$ cat src/rtl/sccb_arb.sv
// rtl/sccb_arb.sv - round-robin arbiter sharing one SCCB/I2C byte master between two requesters
// Optional transaction watchdog enabled by defining SCCB_ARB_TIMEOUT_EN.
module sccb_arb #(
  parameter logic [19:0] TIMEOUT_CYC = 20'd500_000
) (
  input  logic       sys_clk,
  input  logic       sys_rst,
  input  logic       req0_valid,
  input  logic       req0_rw,
  input  logic [7:0] req0_addr,
  input  logic [7:0] req0_wdata,
  output logic       req0_ack,
  input  logic       req1_valid,
  input  logic       req1_rw,
  input  logic [7:0] req1_addr,
  input  logic [7:0] req1_wdata,
  output logic       req1_ack,
  output logic [7:0] rsp_rdata,
  output logic       rsp_err,
  output logic       i2c_start,
  output logic       i2c_wr_en,
  output logic       i2c_rd_en,
  output logic [7:0] i2c_byte_addr,
  output logic [7:0] i2c_wr_data,
  input  logic       i2c_end,
  input  logic [7:0] i2c_rd_data,
  output logic       busy
);

  typedef enum logic [1:0] {IDLE, START, BUSY, DONE} state_t;

  state_t     state, state_nx;
  logic       hold_rw, hold_rw_nx;
  logic [7:0] hold_addr, hold_addr_nx;
  logic [7:0] hold_wdata, hold_wdata_nx;
  logic       gnt_id, gnt_id_nx;
  logic       rr_last, rr_last_nx;
  logic       win;

  logic       ack0_nx, ack1_nx, start_nx, err_nx;
  logic       busy_nx, wr_en_nx, rd_en_nx;
  logic [7:0] rdata_nx, addr_nx, wdata_nx;

`ifdef SCCB_ARB_TIMEOUT_EN
  logic [19:0] tmo_cnt, tmo_cnt_nx;
`else
  // Watchdog compiled out; the parameter stays so instantiations need not change.
  if (TIMEOUT_CYC == 20'd0) begin : g_no_timeout
  end
`endif

  always_ff @(posedge sys_clk) begin
    if (sys_rst) begin
      state         <= IDLE;
      hold_rw       <= 1'b0;
      hold_addr     <= 8'h00;
      hold_wdata    <= 8'h00;
      gnt_id        <= 1'b0;
      rr_last       <= 1'b1;
      req0_ack      <= 1'b0;
      req1_ack      <= 1'b0;
      rsp_rdata     <= 8'h00;
      rsp_err       <= 1'b0;
      i2c_start     <= 1'b0;
      i2c_wr_en     <= 1'b0;
      i2c_rd_en     <= 1'b0;
      i2c_byte_addr <= 8'h00;
      i2c_wr_data   <= 8'h00;
      busy          <= 1'b0;
`ifdef SCCB_ARB_TIMEOUT_EN
      tmo_cnt       <= 20'd0;
`endif
    end else begin
      state         <= state_nx;
      hold_rw       <= hold_rw_nx;
      hold_addr     <= hold_addr_nx;
      hold_wdata    <= hold_wdata_nx;
      gnt_id        <= gnt_id_nx;
      rr_last       <= rr_last_nx;
      req0_ack      <= ack0_nx;
      req1_ack      <= ack1_nx;
      rsp_rdata     <= rdata_nx;
      rsp_err       <= err_nx;
      i2c_start     <= start_nx;
      i2c_wr_en     <= wr_en_nx;
      i2c_rd_en     <= rd_en_nx;
      i2c_byte_addr <= addr_nx;
      i2c_wr_data   <= wdata_nx;
      busy          <= busy_nx;
`ifdef SCCB_ARB_TIMEOUT_EN
      tmo_cnt       <= tmo_cnt_nx;
`endif
    end
  end

  always_comb begin
    state_nx      = state;
    hold_rw_nx    = hold_rw;
    hold_addr_nx  = hold_addr;
    hold_wdata_nx = hold_wdata;
    gnt_id_nx     = gnt_id;
    rr_last_nx    = rr_last;
    ack0_nx       = 1'b0;
    ack1_nx       = 1'b0;
    start_nx      = 1'b0;
    rdata_nx      = rsp_rdata;
    err_nx        = rsp_err;
`ifdef SCCB_ARB_TIMEOUT_EN
    tmo_cnt_nx    = tmo_cnt;
`endif
    // On a tie the requester that did not win last time gets the bus.
    win = (req0_valid && req1_valid) ? ~rr_last : req1_valid;

    case (state)
      IDLE: begin
        if (req0_valid || req1_valid) begin
          hold_rw_nx    = win ? req1_rw    : req0_rw;
          hold_addr_nx  = win ? req1_addr  : req0_addr;
          hold_wdata_nx = win ? req1_wdata : req0_wdata;
          gnt_id_nx     = win;
          rr_last_nx    = win;
          start_nx      = 1'b1;
          state_nx      = START;
        end
      end
      START: begin
`ifdef SCCB_ARB_TIMEOUT_EN
        tmo_cnt_nx = 20'd0;
`endif
        state_nx = BUSY;
      end
      BUSY: begin
        if (i2c_end) begin
          rdata_nx = hold_rw ? i2c_rd_data : 8'h00;
          err_nx   = 1'b0;
          ack0_nx  = ~gnt_id;
          ack1_nx  = gnt_id;
          state_nx = DONE;
        end
`ifdef SCCB_ARB_TIMEOUT_EN
        else if (tmo_cnt == TIMEOUT_CYC - 20'd1) begin
          rdata_nx = 8'h00;
          err_nx   = 1'b1;
          ack0_nx  = ~gnt_id;
          ack1_nx  = gnt_id;
          state_nx = DONE;
        end else begin
          tmo_cnt_nx = tmo_cnt + 20'd1;
        end
`endif
      end
      DONE: begin
        rdata_nx = 8'h00;
        err_nx   = 1'b0;
        state_nx = IDLE;
      end
      default: state_nx = IDLE;
    endcase

    // Master-side outputs follow the hold registers for the whole transaction.
    busy_nx  = (state_nx != IDLE);
    wr_en_nx = busy_nx & ~hold_rw_nx;
    rd_en_nx = busy_nx & hold_rw_nx;
    addr_nx  = busy_nx ? hold_addr_nx  : 8'h00;
    wdata_nx = busy_nx ? hold_wdata_nx : 8'h00;
  end

endmodule

$ cat config.mk
export PLATFORM = sky130hd
export DESIGN_NAME = sccb_arb
export DESIGN_NICKNAME = d
export VERILOG_FILES = /design/src/rtl/sccb_arb.sv
export SDC_FILE = /design/constraint.sdc
export NUM_CORES = 1
export LEC_CHECK = 0
export ABC_CLOCK_PERIOD_IN_PS = 3900
export CAP_MARGIN = 10
export CORE_AREA = 3 3 98 72
export DETAILED_ROUTE_END_ITERATION = 8
export DIE_AREA = 0 0 101 75
export PLACE_DENSITY = 0.65
export SLEW_MARGIN = 20
export SYNTH_ARGS = -nofsm -noshare
export SYNTH_HDL_FRONTEND = slang
export SYNTH_SLANG_ARGS = --single-unit
$ cat constraint.sdc
create_clock -name sys_clk -period 3.9 [get_ports sys_clk]
set_clock_uncertainty 0.2 [all_clocks]
set_input_delay 0.39 -clock sys_clk [delete_from_list [all_inputs] [get_ports sys_clk]]
set_output_delay 0.39 -clock sys_clk [all_outputs]
set_load 0.02 [all_outputs]
-- After elaboration in Yosys (flattened, before gate mapping)
Index checks and enable logic that the tools add are counted.
- reduce and logical (&&, ||, !) cells: 10
- mux-type cells: 19
- eq/ne operators: 4
- bitwise logic cells: 9
- operator list (cell ; count):
    $mux 8 ; 8
    $pmux 8 s2 ; 1
    $pmux 2 s4 ; 1
    $not 1->1 ; 7
    $mux 1 ; 6
    $eq 2x2->1 const B ; 2
    $mux 2 ; 2
    $reduce_and 2->1 ; 2
    $reduce_bool 2->1 ; 2
    $reduce_or 2->1 ; 2
    $reduce_or 3->1 ; 1
    $and 1x1->1 ; 2
    $eq 2x1->1 const B ; 1
    $logic_not 2->1 ; 1
    $ne 2x2->1 const B ; 1
    $pmux 1 s2 ; 1
    $logic_and 1x1->1 ; 1
    $logic_or 1x1->1 ; 1
- register bits after elaboration: 52
- output and inout bits: 31

-- Longest topological paths before layout
- depth after elaboration: 7
- gate-level depth with buffers: 7

-- Least setup slack after synthesis
OpenSTA, ideal clock, no wires.
- path type: reg-to-reg
- start: register state[0]
- end: register i2c_byte_addr[2]
- path slack: 2.079 ns
- library setup time: 0.135 ns
- period minus slack after synthesis: 1.821 ns
- data required time: 3.565 ns
- stages on the path, launching flop included: 7
- arrival time: 1.486 ns
- path through: dfxtp_1 > inv_1 > ha_1 > nor4b_1 > a22o_4 > buf_6 > a2111oi_2
- word-level cells in the longest chain between the ends: 5
- RTL lines (item ; RTL line ; source):
    start, declared ; 32 ; state_t state, state_nx;
    start signal, assigned ; 74 ; state <= state_nx;
    $eq 2x2->1 (tied with other cells) ; 114 ; case (state)
    $pmux 2 s4 * ; 114 ;
    via state_nx[1] ; 32 ;
    $reduce_bool 2->1 * ; 161 ; busy_nx = (state_nx != IDLE);
    $not 1->1 (no line) * ; n/a ;
    $reduce_or 2->1 (no line) * ; n/a ;
    end signal, assigned ; 87 ; i2c_byte_addr <= addr_nx;
    end, declared ; 23 ; output logic [7:0] i2c_byte_addr,
Mark *: on every way through the listed nets, which the timed path passes. The rest lies on a longest branch.
A chain may end at the register's enable or synchronous reset.

-- Worst setup path in the final report
- start: register state[0]
- end: register i2c_wr_data[0]
- word-level cells in the longest chain between the ends: 5
- RTL lines (item ; RTL line ; source):
    $eq 2x2->1 (tied with other cells) ; 114 ;
    $pmux 2 s4 ; 114 ;
    $reduce_bool 2->1 ; 161 ;
    $not 1->1 (no line) ; n/a ;
    $reduce_or 2->1 (no line) ; n/a ;
    end signal, assigned ; 88 ; i2c_wr_data <= wdata_nx;
    end, declared ; 24 ; output logic [7:0] i2c_wr_data,
Several ways; a longest one is shown, not always the timed one.

==> run metrics <==
CP required 3.89 ns; crit path launch type flop; initial antenna violation count 0; Yosys top cell area share between 40% and 50%; Hold WC Path Type reg2reg; filler cell count 603; Nets 334; Pre-antenna DRT Iters 4; Setup Fix Bufs, Post-CTS 0; DRT Wirelength ~5.4 mm; Tmin final 2.313 ns; net switching power ~0.00084 W; DR WL/cell between 10 and 15 um; CTS tree yes; Peak VDD IR 0.0002473 V; Fin. Hold Viols 0; Avg Inst Size Synth a little over 10 um2; clock power share around 15%; DRC 0; critical path class reg2reg; DIE AREA approximately 7600 um2; GRT Total Usage 14.70%; DR iter-0 viols between 50 and 60; count of final setup violators 0; Placed Cells 354; number of gates resized after cts 0; Layout area overhead 38.32%; routed vias/inst around 5; most common cell in the netlist dfxtp_1; Synth area leader dfxtp_1; vias in the first global route roughly 1900; worst skew pair latency approximately 0.30 ns; Finished Layout Cells around 360; first-pass GRT wire length between 8 and 9 mm; Cells after Synth 214; IO Pins around 80; die width ~100 um; synth unique cells 40; clock tree root driver cell clkbuf_8; GPL Wtd Cong 0.8207; ys async rst share 0%; row count 24; CTS Buf Count 5; Combinational Power Share ~49%; Die Span Y 75 um; worst slew pin tran ~0.8 ns; share of cells above drive strength 1 around 9.9%; clock sink total around 50; Crit Path Max Fanout 17; yosys warns 0; post-synthesis sequential area ratio between 40% and 50%; sequential cell area about 1000 um2; # hold bufs at CTS 0; fmax approximately 430 MHz; most common library cells after synthesis 51 x dfxtp_1, 18 x inv_1, 17 x a211oi_1, 17 x nor3_1, 16 x o21bai_1; Multi-input gate area roughly 1000 um2; Final Max Slew Viols 0; Post-synth top flop dfxtp_1; Pleak around 1.1 nW; setup_tns 0 ns; Core ar. about 6200 um2; #FFs+latches synth 51; unrepaired setup endpoints after global routing false; status finished clean; total congestion overflow 0; switching portion of total power 38.93%; part of the power in registers between 30% and 40%; CP Capture Type flop; CTS max path bufs 2; Antenna diodes 0; P_int 0.001319 W; Netlist Area Pre-Place ~2200 um2; largest cells by area after synthesis dfxtp_1 46%, a2111oi_2 8.8%, a211oi_1 5.8%; H-tree levels 2; via count about 1800; Synth Net Count 265; detailed placer's ending HPWL ~3.8 mm; Max-slew headroom between 40% and 50%; WP data arrival 2.30 ns; Port Buffers 76; EDFF count, synth 0; Max-Cap Viols 0; largest net degree at the start of global routing 33; Clock transition at path regs around 0.09 ns; power density cells between 700 and 800 nW/um2; antenna viol nets, final 0; fin crit share 59.30%; Initial Util between 30% and 40%
## power by group through the flow
stage	registers (W)	logic [W]	clock network (W)
after floorplan	0.000922	0.000589	0
after global placement	0.000789	0.00104	0
after detailed placement	0.000790	0.00106	0
after CTS	0.000780	0.00106	0.000344
after global routing	0.000798	0.00114	0.000362
final	0.000778	0.00105	0.000333
## sequential cells by signal, indices dropped and copies added (netlist names), 2 cells and up
| name | flops |
|---|---|
| hold_wdata | 8 |
| i2c_byte_addr | 8 |
| rsp_rdata | 8 |
| hold_addr | 8 |
| i2c_wr_data | 8 |
| state | 2 |
## worst paths after layout
path / startpoint / cells after the start / endpoint / slack [ns]
hold / removal: rsp_rdata[4]$_SDFFE_PP0P_ / 2 / rsp_rdata[4]$_SDFFE_PP0P_ / 0.26
setup / recovery: state[0]$_SDFF_PP0_ / 5 / i2c_wr_data[0]$_SDFF_PP0_ / 1.59
hold reg to reg: rsp_rdata[4]$_SDFFE_PP0P_ / 2 / rsp_rdata[4]$_SDFFE_PP0P_ / 0.26
setup reg to reg: state[0]$_SDFF_PP0_ / 5 / i2c_wr_data[0]$_SDFF_PP0_ / 1.59
## layer usage
metal	global-route usage, %	wire length [um]
met1	20.56	2776
met2	22.39	2270
met3	3.981	261
met4	4.425	65
met5	0	0
## logic make-up after synthesis
family / synth area share (%)
buffers and inverters: 8.843
flip-flops: 46.26
adder cells (fa/ha/maj): 2.268
AND/OR/NAND/NOR: 12.87
AO/OA/AOI/OAI: 28.63
multiplexers: 0.9637
other: 0.1699
## critical path, cell delays in order (launching register included)
cell and delay (ns):
dfxtp_1 0.34, inv_1 0.16, ha_1 0.35, o21a_1 0.62
o21bai_1 0.16, a2111oi_0 0.37
## per-stage QoR
stage	setup WS [ns]	utilization, %	total power [W]	hold slack (ns)	instance area [um2]
floorplan	2.079	-	0.001511	0.2135	2207
global placement	1.415	47.73	0.001833	0.2387	2953
detailed placement	1.344	47.73	0.001847	0.2418	2953
CTS	1.562	49.35	0.002186	0.2621	3053
global route	1.309	49.35	0.002304	0.2753	3053
finish	1.587	49.35	0.002159	0.2593	3053
## cells in the final DEF, fill, tap and decap left out, types with 2 or more instances in the layout
cell type	netlist	routed
o21bai_1	16	16
inv_1	18	18
clkbuf_8	0	7
buf_4	4	2
nor2_1	6	6
nand3_1	8	8
a2111oi_2	13	13
nor3_1	17	17
nor2b_1	5	5
o21ai_0	2	2
dfxtp_1	51	51
clkdlybuf4s50_1	0	76
ha_1	4	4
a211oi_1	17	17
nand2_1	10	10
a2111oi_0	2	2
nand2b_1	2	2
a21oi_1	8	8
## layout make-up
cell class                      count  area share (%)
Timing Repair Buffer               78           25.41
Tap cell                           78           3.197
Clock buffer                        8           3.279
Multi-Input combinational cell    129           32.46
Sequential cell                    51           33.44
Inverter                           18           2.213
(Power assumes the default switching activity.)
